## src/rtl/health_bar_ctrl_pkg.sv

```systemverilog
// Shared types and default colours for the health bar block.
package health_pkg;

    // Player condition tracked by the controller.
    typedef enum logic [1:0] {
        ALIVE  = 2'd0,
        INVULN = 2'd1,
        DEAD   = 2'd2
    } state_e;

    // 12-bit RGB (4:4:4) segment colours.
    localparam logic [11:0] COL_FULL_DEF  = 12'h00F;
    localparam logic [11:0] COL_LOST_DEF  = 12'h333;
    localparam logic [11:0] COL_FLASH_DEF = 12'hFFF;

endpackage

```

## src/rtl/health_bar_ctrl_if.sv

```systemverilog
// Game-logic / video side of the health bar: events in, status and pixel colour out.
interface health_bar_ctrl_if #(
    parameter int MAX_HEALTH = 3
);
    localparam int HW = $clog2(MAX_HEALTH + 1);

    logic          frame_tick;
    logic          hit;
    logic [HW-1:0] damage;
    logic          heal;
    logic [HW-1:0] heal_amt;
    logic          revive;
    logic [9:0]    x;
    logic [9:0]    y;
    logic [HW-1:0] health;
    logic          dead;
    logic          invuln;
    logic          hit_ack;
    logic          pixel_en;
    logic [11:0]   pixel_rgb;

    // Driver of game events and pixel coordinates.
    modport master (
        output frame_tick, hit, damage, heal, heal_amt, revive, x, y,
        input  health, dead, invuln, hit_ack, pixel_en, pixel_rgb
    );

    // The health bar controller itself.
    modport slave (
        input  frame_tick, hit, damage, heal, heal_amt, revive, x, y,
        output health, dead, invuln, hit_ack, pixel_en, pixel_rgb
    );

endinterface

```

## src/rtl/health_bar_render.sv

```systemverilog
// Registered x/y-to-colour lookup for the segmented health bar.
module health_bar_render
    import health_pkg::*;
#(
    parameter int          MAX_HEALTH = 3,
    parameter int          SEG_W      = 60,
    parameter int          BAR_X0     = 420,
    parameter int          BAR_Y0     = 460,
    parameter int          BAR_H      = 10,
    parameter logic [11:0] COL_FULL   = COL_FULL_DEF,
    parameter logic [11:0] COL_LOST   = COL_LOST_DEF,
    parameter logic [11:0] COL_FLASH  = COL_FLASH_DEF,
    localparam int         HW         = $clog2(MAX_HEALTH + 1)
) (
    input  logic          clk,
    input  logic          rst,
    input  logic [9:0]    x,
    input  logic [9:0]    y,
    input  logic [HW-1:0] health,
    input  logic          phase,
    output logic          pixel_en,
    output logic [11:0]   pixel_rgb
);

    logic        en_d;
    logic        en_q;
    logic [11:0] rgb_d;
    logic [11:0] rgb_q;

    // Segment hit test: the loop unrolls into compares against constant edges, no divider.
    always_comb begin
        en_d  = 1'b0;
        rgb_d = '0;
        if (int'(y) >= BAR_Y0 && int'(y) < BAR_Y0 + BAR_H) begin
            for (int i = 0; i < MAX_HEALTH; i++) begin
                if (int'(x) >= BAR_X0 + i * SEG_W && int'(x) < BAR_X0 + (i + 1) * SEG_W) begin
                    en_d = 1'b1;
                    if (i >= int'(health)) begin
                        rgb_d = COL_LOST;
                    end else if (phase) begin
                        rgb_d = COL_FLASH;
                    end else begin
                        rgb_d = COL_FULL;
                    end
                end
            end
        end
    end

    // One-cycle output register; blank while in reset.
    always_ff @(posedge clk or negedge rst) begin
        if (!rst) begin
            en_q  <= 1'b0;
            rgb_q <= '0;
        end else begin
            en_q  <= en_d;
            rgb_q <= rgb_d;
        end
    end

    assign pixel_en  = en_q;
    assign pixel_rgb = rgb_q;

endmodule

```

## src/rtl/health_bar_ctrl.sv

```systemverilog
// Health state machine (alive / invulnerable / dead) with blink timing and bar renderer.
module health_bar_ctrl
    import health_pkg::*;
#(
    parameter int          MAX_HEALTH    = 3,
    parameter int          SEG_W         = 60,
    parameter int          BAR_X0        = 420,
    parameter int          BAR_Y0        = 460,
    parameter int          BAR_H         = 10,
    parameter int          INVULN_FRAMES = 60,
    parameter int          BLINK_FRAMES  = 4,
    parameter logic [11:0] COL_FULL      = COL_FULL_DEF,
    parameter logic [11:0] COL_LOST      = COL_LOST_DEF,
    parameter logic [11:0] COL_FLASH     = COL_FLASH_DEF
) (
    input  logic               clk,
    input  logic               rst,
    health_bar_ctrl_if.slave   bus
);

    localparam int HW = $clog2(MAX_HEALTH + 1);
    localparam int FW = $clog2(INVULN_FRAMES + 1);
    localparam int BW = $clog2(BLINK_FRAMES + 1);
    localparam logic [HW-1:0]        MAX_H = HW'(MAX_HEALTH);
    localparam logic signed [HW+1:0] MAX_S = (HW + 2)'(MAX_HEALTH);

    if (MAX_HEALTH < 1 || MAX_HEALTH > 15) begin : g_bad_max_health
        $error("health_bar_ctrl: MAX_HEALTH must be in 1..15");
    end
    if (BAR_X0 + MAX_HEALTH * SEG_W > 640) begin : g_bad_bar_width
        $error("health_bar_ctrl: bar extends past x=640");
    end

    // Clamp a signed health candidate into 0..MAX_HEALTH.
    function automatic logic [HW-1:0] sat_health(input logic signed [HW+1:0] v);
        if (v[HW+1] || v == '0) begin
            return '0;
        end else if (v >= MAX_S) begin
            return MAX_H;
        end
        return v[HW-1:0];
    endfunction

    state_e                  state_d, state_q;
    logic [HW-1:0]           health_d, health_q;
    logic [FW-1:0]           frame_d, frame_q;
    logic [BW-1:0]           blink_cnt_d, blink_cnt_q;
    logic                    blink_d, blink_q;
    logic                    ack_d, ack_q;
    logic                    dead_q, invuln_q;
    logic                    hit_eff;
    logic signed [HW+1:0]    dmg_s, heal_s, sum_hit, sum_heal;

    // Next-state: revive first, then hit/heal by state, then invulnerability timing.
    always_comb begin
        state_d     = state_q;
        health_d    = health_q;
        frame_d     = frame_q;
        blink_cnt_d = blink_cnt_q;
        blink_d     = blink_q;
        ack_d       = 1'b0;
        hit_eff     = bus.hit && (bus.damage != '0);
        dmg_s       = hit_eff  ? signed'({2'b00, bus.damage})   : '0;
        heal_s      = bus.heal ? signed'({2'b00, bus.heal_amt}) : '0;
        sum_hit     = signed'({2'b00, health_q}) - dmg_s + heal_s;
        sum_heal    = signed'({2'b00, health_q}) + heal_s;
        if (bus.revive) begin
            state_d     = ALIVE;
            health_d    = MAX_H;
            frame_d     = '0;
            blink_cnt_d = '0;
            blink_d     = 1'b0;
        end else begin
            unique case (state_q)
                ALIVE: begin
                    if (hit_eff || bus.heal) begin
                        health_d = sat_health(sum_hit);
                    end
                    if (hit_eff) begin
                        ack_d       = 1'b1;
                        state_d     = (sat_health(sum_hit) == '0) ? DEAD : INVULN;
                        frame_d     = '0;
                        blink_cnt_d = '0;
                        blink_d     = 1'b0;
                    end
                end
                INVULN: begin
                    if (bus.heal) begin
                        health_d = sat_health(sum_heal);
                    end
                    if (bus.frame_tick) begin
                        if (frame_q == FW'(INVULN_FRAMES - 1)) begin
                            state_d     = ALIVE;
                            frame_d     = '0;
                            blink_cnt_d = '0;
                            blink_d     = 1'b0;
                        end else begin
                            frame_d = frame_q + 1'b1;
                            if (blink_cnt_q == BW'(BLINK_FRAMES - 1)) begin
                                blink_cnt_d = '0;
                                blink_d     = ~blink_q;
                            end else begin
                                blink_cnt_d = blink_cnt_q + 1'b1;
                            end
                        end
                    end
                end
                DEAD: begin
                end
                default: state_d = ALIVE;
            endcase
        end
    end

    // State, counters and registered status flags.
    always_ff @(posedge clk or negedge rst) begin
        if (!rst) begin
            state_q     <= ALIVE;
            health_q    <= MAX_H;
            frame_q     <= '0;
            blink_cnt_q <= '0;
            blink_q     <= 1'b0;
            ack_q       <= 1'b0;
            dead_q      <= 1'b0;
            invuln_q    <= 1'b0;
        end else begin
            state_q     <= state_d;
            health_q    <= health_d;
            frame_q     <= frame_d;
            blink_cnt_q <= blink_cnt_d;
            blink_q     <= blink_d;
            ack_q       <= ack_d;
            dead_q      <= (state_d == DEAD);
            invuln_q    <= (state_d == INVULN);
        end
    end

    assign bus.health  = health_q;
    assign bus.dead    = dead_q;
    assign bus.invuln  = invuln_q;
    assign bus.hit_ack = ack_q;

    health_bar_render #(
        .MAX_HEALTH (MAX_HEALTH),
        .SEG_W      (SEG_W),
        .BAR_X0     (BAR_X0),
        .BAR_Y0     (BAR_Y0),
        .BAR_H      (BAR_H),
        .COL_FULL   (COL_FULL),
        .COL_LOST   (COL_LOST),
        .COL_FLASH  (COL_FLASH)
    ) u_render (
        .clk        (clk),
        .rst        (rst),
        .x          (bus.x),
        .y          (bus.y),
        .health     (health_q),
        .phase      (blink_q),
        .pixel_en   (bus.pixel_en),
        .pixel_rgb  (bus.pixel_rgb)
    );

endmodule

```

## src/flat_wrapper.sv

```systemverilog
// flat-port wrapper written by rule: the top's interface ports become plain ports
module health_bar_ctrl_flat import health_pkg::*;
#(
    parameter int          MAX_HEALTH    = 3,
    parameter int          SEG_W         = 60,
    parameter int          BAR_X0        = 420,
    parameter int          BAR_Y0        = 460,
    parameter int          BAR_H         = 10,
    parameter int          INVULN_FRAMES = 60,
    parameter int          BLINK_FRAMES  = 4,
    parameter logic [11:0] COL_FULL      = COL_FULL_DEF,
    parameter logic [11:0] COL_LOST      = COL_LOST_DEF,
    parameter logic [11:0] COL_FLASH     = COL_FLASH_DEF
)
  (clk, rst, bus_frame_tick, bus_hit, bus_damage, bus_heal, bus_heal_amt, bus_revive, bus_x, bus_y, bus_health, bus_dead, bus_invuln, bus_hit_ack, bus_pixel_en, bus_pixel_rgb);
  health_bar_ctrl_if #(.MAX_HEALTH(MAX_HEALTH)) bus_i ();
  input  logic clk;
  input  logic rst;
  input wire logic [$bits(bus_i.frame_tick)-1:0] bus_frame_tick;
  input wire logic [$bits(bus_i.hit)-1:0] bus_hit;
  input wire logic [$bits(bus_i.damage)-1:0] bus_damage;
  input wire logic [$bits(bus_i.heal)-1:0] bus_heal;
  input wire logic [$bits(bus_i.heal_amt)-1:0] bus_heal_amt;
  input wire logic [$bits(bus_i.revive)-1:0] bus_revive;
  input wire logic [$bits(bus_i.x)-1:0] bus_x;
  input wire logic [$bits(bus_i.y)-1:0] bus_y;
  output wire logic [$bits(bus_i.health)-1:0] bus_health;
  output wire logic [$bits(bus_i.dead)-1:0] bus_dead;
  output wire logic [$bits(bus_i.invuln)-1:0] bus_invuln;
  output wire logic [$bits(bus_i.hit_ack)-1:0] bus_hit_ack;
  output wire logic [$bits(bus_i.pixel_en)-1:0] bus_pixel_en;
  output wire logic [$bits(bus_i.pixel_rgb)-1:0] bus_pixel_rgb;
  assign bus_i.frame_tick = bus_frame_tick;
  assign bus_i.hit = bus_hit;
  assign bus_i.damage = bus_damage;
  assign bus_i.heal = bus_heal;
  assign bus_i.heal_amt = bus_heal_amt;
  assign bus_i.revive = bus_revive;
  assign bus_i.x = bus_x;
  assign bus_i.y = bus_y;
  assign bus_health = bus_i.health;
  assign bus_dead = bus_i.dead;
  assign bus_invuln = bus_i.invuln;
  assign bus_hit_ack = bus_i.hit_ack;
  assign bus_pixel_en = bus_i.pixel_en;
  assign bus_pixel_rgb = bus_i.pixel_rgb;
  health_bar_ctrl #(.MAX_HEALTH(MAX_HEALTH), .SEG_W(SEG_W), .BAR_X0(BAR_X0), .BAR_Y0(BAR_Y0), .BAR_H(BAR_H), .INVULN_FRAMES(INVULN_FRAMES), .BLINK_FRAMES(BLINK_FRAMES), .COL_FULL(COL_FULL), .COL_LOST(COL_LOST), .COL_FLASH(COL_FLASH)) u_core (.clk(clk), .rst(rst), .bus(bus_i));
endmodule
```

## config.mk

```make
export PLATFORM = sky130hd
export DESIGN_NAME = health_bar_ctrl_flat
export DESIGN_NICKNAME = d
export VERILOG_FILES = /design/src/rtl/health_bar_ctrl_pkg.sv /design/src/rtl/health_bar_ctrl_if.sv /design/src/rtl/health_bar_render.sv /design/src/rtl/health_bar_ctrl.sv /design/src/flat_wrapper.sv
export SDC_FILE = /design/constraint.sdc
export NUM_CORES = 1
export LEC_CHECK = 0
export CAP_MARGIN = 40
export CORE_ASPECT_RATIO = 0.7
export CORE_MARGIN = 10
export CORE_UTILIZATION = 25
export CTS_BUF_LIST = sky130_fd_sc_hd__clkbuf_8
export DETAILED_ROUTE_END_ITERATION = 6
export PLACE_DENSITY = 0.47
export SYNTH_ARGS = -nofsm -noshare
export SYNTH_HDL_FRONTEND = slang
export SYNTH_SLANG_ARGS = --single-unit
export TNS_END_PERCENT = 1
```

## constraint.sdc

```tcl
create_clock -name clk -period 2.5 [get_ports clk]
set_input_delay 0.5 -clock clk [delete_from_list [all_inputs] [get_ports clk]]
set_output_delay 0.5 -clock clk [all_outputs]
set_load 0.02 [all_outputs]
```

==> results.md <==
* # H-tree levels at 1
* Gr usage total at 0.0808
* Synth warn at 0
* Max_slew headroom at 0.746
* Wire per inst at 12.9 um
* Max Slew Vio Count at 0
* WHS at 0.497 ns
* Critical setup path kind: reg2reg
* Initial antenna violation count at 0
* Yosys reg bits at 21
* Maximum vdd drop at 0.000295 V
* GP Congestion at 0.766
* F_max at 406 MHz
* Antenna Cells at 0
* Max Root-Sink Buffers at 2
* Max FO, Critical Path at 3
* Hpwl dp at 2960 um
* Synth Flop Type: dfrtp_1
* Final worst path period share at 0.986
* Via Count at 1288
* Yosys top cell area share at 0.326
* Status: finished clean
* Post-synth ARST share at 1.00
* Clock latency on the worst-skew pair at 0.26 ns
* Clock root buffer: clkbuf_8
* Final hold vios at 0
* Startpoint Class: flop
* Worst-Margin Slew at 0.376 ns
* Die height at 83.9 um
* Port bufs at 44
* Core area at 5700 um2
* Area added between synthesis and finish at 43.9%
* DRT antenna net count at 0
* Endpoint type of the worst setup path: flop
* Finished Layout Cells at 285
* Layout cells sized above 1 at 0.195
* Cell taking the most area after synthesis: dfrtp_1
* Post-route core utilization at 0.368
* PnR Total Power at 1140 uW
* Syn_nets at 197
* Die Width at 111 um
* GRT overflow at 0
* Distinct cells, synth at 46
* Dpl cells at 277
* RSZ-0062 raised after global routing: yes
* First-pass GRT wire length at 6440 um
* Row Count at 23
* PD cells at 545 nW/um2
* Initial Util at 0.256
* DR iter-0 viols at 53
* Fin nets at 250
* Critical Path Source: u_core.bus.health[0]
* CTS tree: yes
* Final setup viols at 0
* First-pass DRT Iterations at 4
* Max cap viols at 0
* Cell count after synthesis at 158
* Critical Path RT at 2.70 ns
* Leakage power at 0.000910 uW
* Number of flops mapped to enable cells by yosys at 0
* Via/cell ratio at 4.52
* R2r startpoint: u_core.bus.health[0]
* # IOs at 48
* Post-layout min period at 2.47 ns
* Die area at 9330 um2
* Clk pin slew, worst setup/hold paths at 0.08 ns
* Clk_skew at 0.00286 ns
* Syn avg cell area at 9.22 um2
* TritonCTS buffer count at 3
* Synth top area cells: dfrtp_1 33%, buf_4 5.2%, ha_1 5.2%
* Data arrival, critical path at 2.66 ns
* HP Start: u_core.blink_cnt_q[1]
* Worst Hold Class: reg2reg
* Vias in the first global route at 1381
* Largest net degree at the start of global routing at 22
* Remaining DRCs at 0
* Sequential area share after synthesis at 0.363
* Netlist Area Pre-Place at 1460 um2
* CTS sink cnt at 21
* Post-Route WL at 3670 um
## cell usage after synthesis (2+ instances only)
library cell and number:
nor2_1 11, a21o_1 4, o311ai_0 2, dfrtp_1 19, or2b_1 2, and3_1 3
a211oi_1 2, dfstp_2 2, fa_1 3, a21oi_2 3, nand2_1 12, inv_1 11
nand3_1 4, nand2b_4 2, buf_4 10, o21ai_0 9, nand2b_1 4, o21ai_1 4
nor2b_1 3, o31ai_1 4, o21a_1 2, and2_1 5, a21oi_1 9, ha_1 6
## path summary, 6_finish.rpt
path / end / slack, ns / cells after the start
max: u_core.bus.dead / 0.03 / 10
min: u_core.blink_cnt_q[1] / 0.50 / 2
max reg2reg: u_core.bus.dead / 0.03 / 10
min reg2reg: u_core.blink_cnt_q[1] / 0.50 / 2
max in group asynchronous: u_core.bus.health[0] / 1.65 / 2
min in group asynchronous: u_core.frame_q[4] / 0.58 / 2
## layer usage
layer	GRT usage	vias to the layer above	part of all wire
met5	0	-	0
met4	0.0105	0	0.0016
met3	0.0366	2	0.081
met2	0.112	39	0.39
met1	0.113	588	0.53
li1	-	659	-
## sequential cells by signal, summed over array words and instances (netlist names)
signal                     cells
u_core.blink_cnt_q             3
u_core.blink_q                 1
u_core.bus.dead                1
u_core.bus.health              2
u_core.bus.hit_ack             1
u_core.bus.invuln              1
u_core.frame_q                 6
u_core.state_q                 2
u_core.u_render.pixel_rgb      4
## layout by cell type (no fill, tap or decap), drive strengths merged, types with 2 or more instances in the layout
| master | instances |
|---|---|
| clkdlybuf4s50 | 39 |
| dfrtp | 19 |
| buf | 17 |
| o21ai | 13 |
| nand2 | 12 |
| a21oi | 12 |
| nor2 | 11 |
| inv | 11 |
| nand2b | 6 |
| ha | 6 |
| and2 | 5 |
| a21o | 4 |
| nand3 | 4 |
| o31ai | 4 |
| and3 | 4 |
| nor2b | 3 |
| fa | 3 |
| clkbuf | 3 |
| clkdlybuf4s15 | 3 |
| nor3 | 3 |
| a211oi | 2 |
| o21a | 2 |
| or2b | 2 |
| o311ai | 2 |
| dfstp | 2 |
| or2 | 2 |
| o41ai | 2 |
## power breakdown
part | leakage [uW] | switching [uW] | internal (uW) | total (uW)
registers | 0.000283 | 30.3 | 376 | 407
clock network | 0.0000255 | 114 | 111 | 225
logic | 0.000601 | 250 | 261 | 510
## kinds of logic (layout without fill, tap and decap cells)
kind of cell,after synthesis,in the layout,share of synthesized area
xor+xnor,1,1,0.00601
flops,21,21,0.363
buf+inv,22,74,0.0833
fa+ha+maj,9,9,0.0928
simple gates,58,58,0.236
compound gates,47,47,0.219
## layout make-up
type	instances	area (um2)
Fill cell	602	3600
Multi-Input combinational cell	115	840
Clock buffer	3	41.3
Clock inverter	1	5.00
Tap cell	75	93.8
Inverter	11	43.8
Sequential cell	21	528
Timing Repair Buffer	59	544
## through the flow
step	worst slack (ns)	instance area, um2	TNS (ns)
global placement	-0.505	2000	-2.69
finish	0.0347	2100	0
CTS	-0.00519	2080	-0.00519
global route	-0.107	2100	-0.267
detailed placement	-0.510	2000	-2.71
floorplan	-0.0158	1460	-0.0316
## timing repair
action,CTS,global route
pin swaps,10,7
setup buffers,2,2
hold buffers,0,0
gates resized for setup,21,1
endpoints found under the setup margin,6,5
## worst max-delay path: stages, from the launching register on
cell and delay [ns]:
dfstp_2 0.56, inv_4 0.05, ha_4 0.25, inv_2 0.04, ha_4 0.15, fa_1 0.49
or3b_1 0.38, a21oi_2 0.14, a21oi_2 0.06, o22a_1 0.19, nor2_1 0.09
No activity file was read; power rests on OpenSTA's default activity.
==> variant: new RTL, config.mk and constraints unchanged <==
`BLINK_FRAMES` is set to 4 in 2 places; all go to 8.
--- a/src/rtl/health_bar_ctrl.sv
+++ b/src/rtl/health_bar_ctrl.sv
@@ -9,5 +9,5 @@
     parameter int          BAR_H         = 10,
     parameter int          INVULN_FRAMES = 60,
-    parameter int          BLINK_FRAMES  = 4,
+    parameter int          BLINK_FRAMES  = 8,
     parameter logic [11:0] COL_FULL      = COL_FULL_DEF,
     parameter logic [11:0] COL_LOST      = COL_LOST_DEF,
--- a/src/flat_wrapper.sv
+++ b/src/flat_wrapper.sv
@@ -8,5 +8,5 @@
     parameter int          BAR_H         = 10,
     parameter int          INVULN_FRAMES = 60,
-    parameter int          BLINK_FRAMES  = 4,
+    parameter int          BLINK_FRAMES  = 8,
     parameter logic [11:0] COL_FULL      = COL_FULL_DEF,
     parameter logic [11:0] COL_LOST      = COL_LOST_DEF,
Behaviour: not the same (Yosys sat finds a counterexample within 10 cycles, from zero or initial values and one cycle with rst low).
==> variant against the unedited design <==
Clock power grew 48%. Worst setup slack gained 13 ps. Utilization grew 1.4 points. Final area grew 3.7%. Count of clock-buffer cells in the layout is the same. Combinational power grew 27%. Wire length shrank 1.3%. Sequential cell count grew 1. Area after synthesis is the same. Total power grew 25%. Non-clock buffer count grew 1. Largest cell class unchanged. Highest routed layer unchanged.
==> variant: results (changes against the unedited design) <==
syn_nets -> 198 (was 197)
maximum buffer depth of the clock tree -> 2 (unchanged)
leakage power -> 0.958 nW (was 0.910 nW)
vias in the first global route -> 1239 (was 1381)
Vias -> 1280 (was 1288)
Area contributors post-synth -> dfrtp_1 (34%), ha_1 (5.2%), buf_4 (4.6%) (was dfrtp_1 (33%), buf_4 (5.2%), ha_1 (5.2%))
gpl congestion -> 0.756 (was 0.766)
Final Hold Viols -> 0 (unchanged)
DP HPWL -> 2930 µm (was 2960 µm)
Compound-Gate Fraction of Synth Area -> 0.221 (was 0.219)
pre-CTS setup slack -> -523 ps (was -510 ps)
slowest stage cell, crit path -> fa_2 (was dfstp_2)
Mapped Avg Cell Area -> 9.16 µm² (was 9.22 µm²)
placed cells -> 278 (was 277)
global-route wire length before repair -> 6090 µm (was 6440 µm)
Worst R2R Path Depth -> 7 (was 10)
routed length on met3 -> 225 µm (was 296 µm)
Comb. pwr -> 0.650 mW (was 0.510 mW)
met2 Use GR -> 0.104 (was 0.112)
wl on met1 -> 1930 µm (about the same)
Antenna Cells -> 0 (unchanged)
clock-net power -> 0.332 mW (was 0.225 mW)
Final nets -> 251 (was 250)
Post-synth top cells -> dfrtp_1 (20), nand2_1 (13), nor2_1 (13) (was dfrtp_1 (19), nand2_1 (12), inv_1 (11), nor2_1 (11), buf_4 (10))
xor/xnor share of the synthesized area -> 0.0120 (was 0.00601)
DR vias/cell -> 4.48 (was 4.52)
dpl cell area -> 1990 µm² (was 2000 µm²)
Iter 0 DRT Violations -> 42 (was 53)
Peak VDD IR -> 0.240 mV (was 0.295 mV)
grt met3 use -> 0.0280 (was 0.0366)
Crit path arrival time -> 2650 ps (was 2660 ps)
Max-Slew Margin vs Limit -> 0.681 (was 0.746)
part of the Yosys area used for sequential elements -> 0.380 (was 0.363)
Routed WL per cell -> 12.7 µm (was 12.9 µm)
grt met1 use -> 0.110 (was 0.113)
Critical Path Max Stage Delay -> 470 ps (was 560 ps)
status -> finished clean (unchanged)
Internal -> 0.955 mW (was 0.748 mW)
Hold Path Depth -> 1 (was 2)
met2 WL post-DR -> 1460 µm (was 1430 µm)
total track usage -> 0.0756 (was 0.0808)
[variant: final timing paths]
kind,end,slack (ps),from
min in group asynchronous,u_core.state_q[1]$_DFF_PN0_,570,rst
worst max-delay path,u_core.bus.health[0]$_DFFE_PN1P_,50,bus_heal
worst max register to register,u_core.bus.health[0]$_DFFE_PN1P_,110,u_core.bus.health[1]$_DFFE_PN1P_
max in group asynchronous,u_core.bus.health[0]$_DFFE_PN1P_,1640,rst
worst min-delay path,u_core.blink_q$_DFFE_PN0P_,510,u_core.blink_q$_DFFE_PN0P_
worst min register to register,u_core.blink_q$_DFFE_PN0P_,510,u_core.blink_q$_DFFE_PN0P_
[variant: repair_timing]
item / 4_1_cts / 5_1_grt
resized for setup: 8 / 10
setup buffers: 3 / 2
endpoints found under the setup margin: 6 / 5
pin swaps: 9 / 10
[variant: area by class of cell]
class                      count  area (µm²)
tap                           75        93.8
fill                         565        3520
clock inverter                 1        30.0
timing repair buffer          60         562
inverter                       8        30.0
clock buffer                   3        41.3
multi-input combinational    117         863
sequential                    22         553
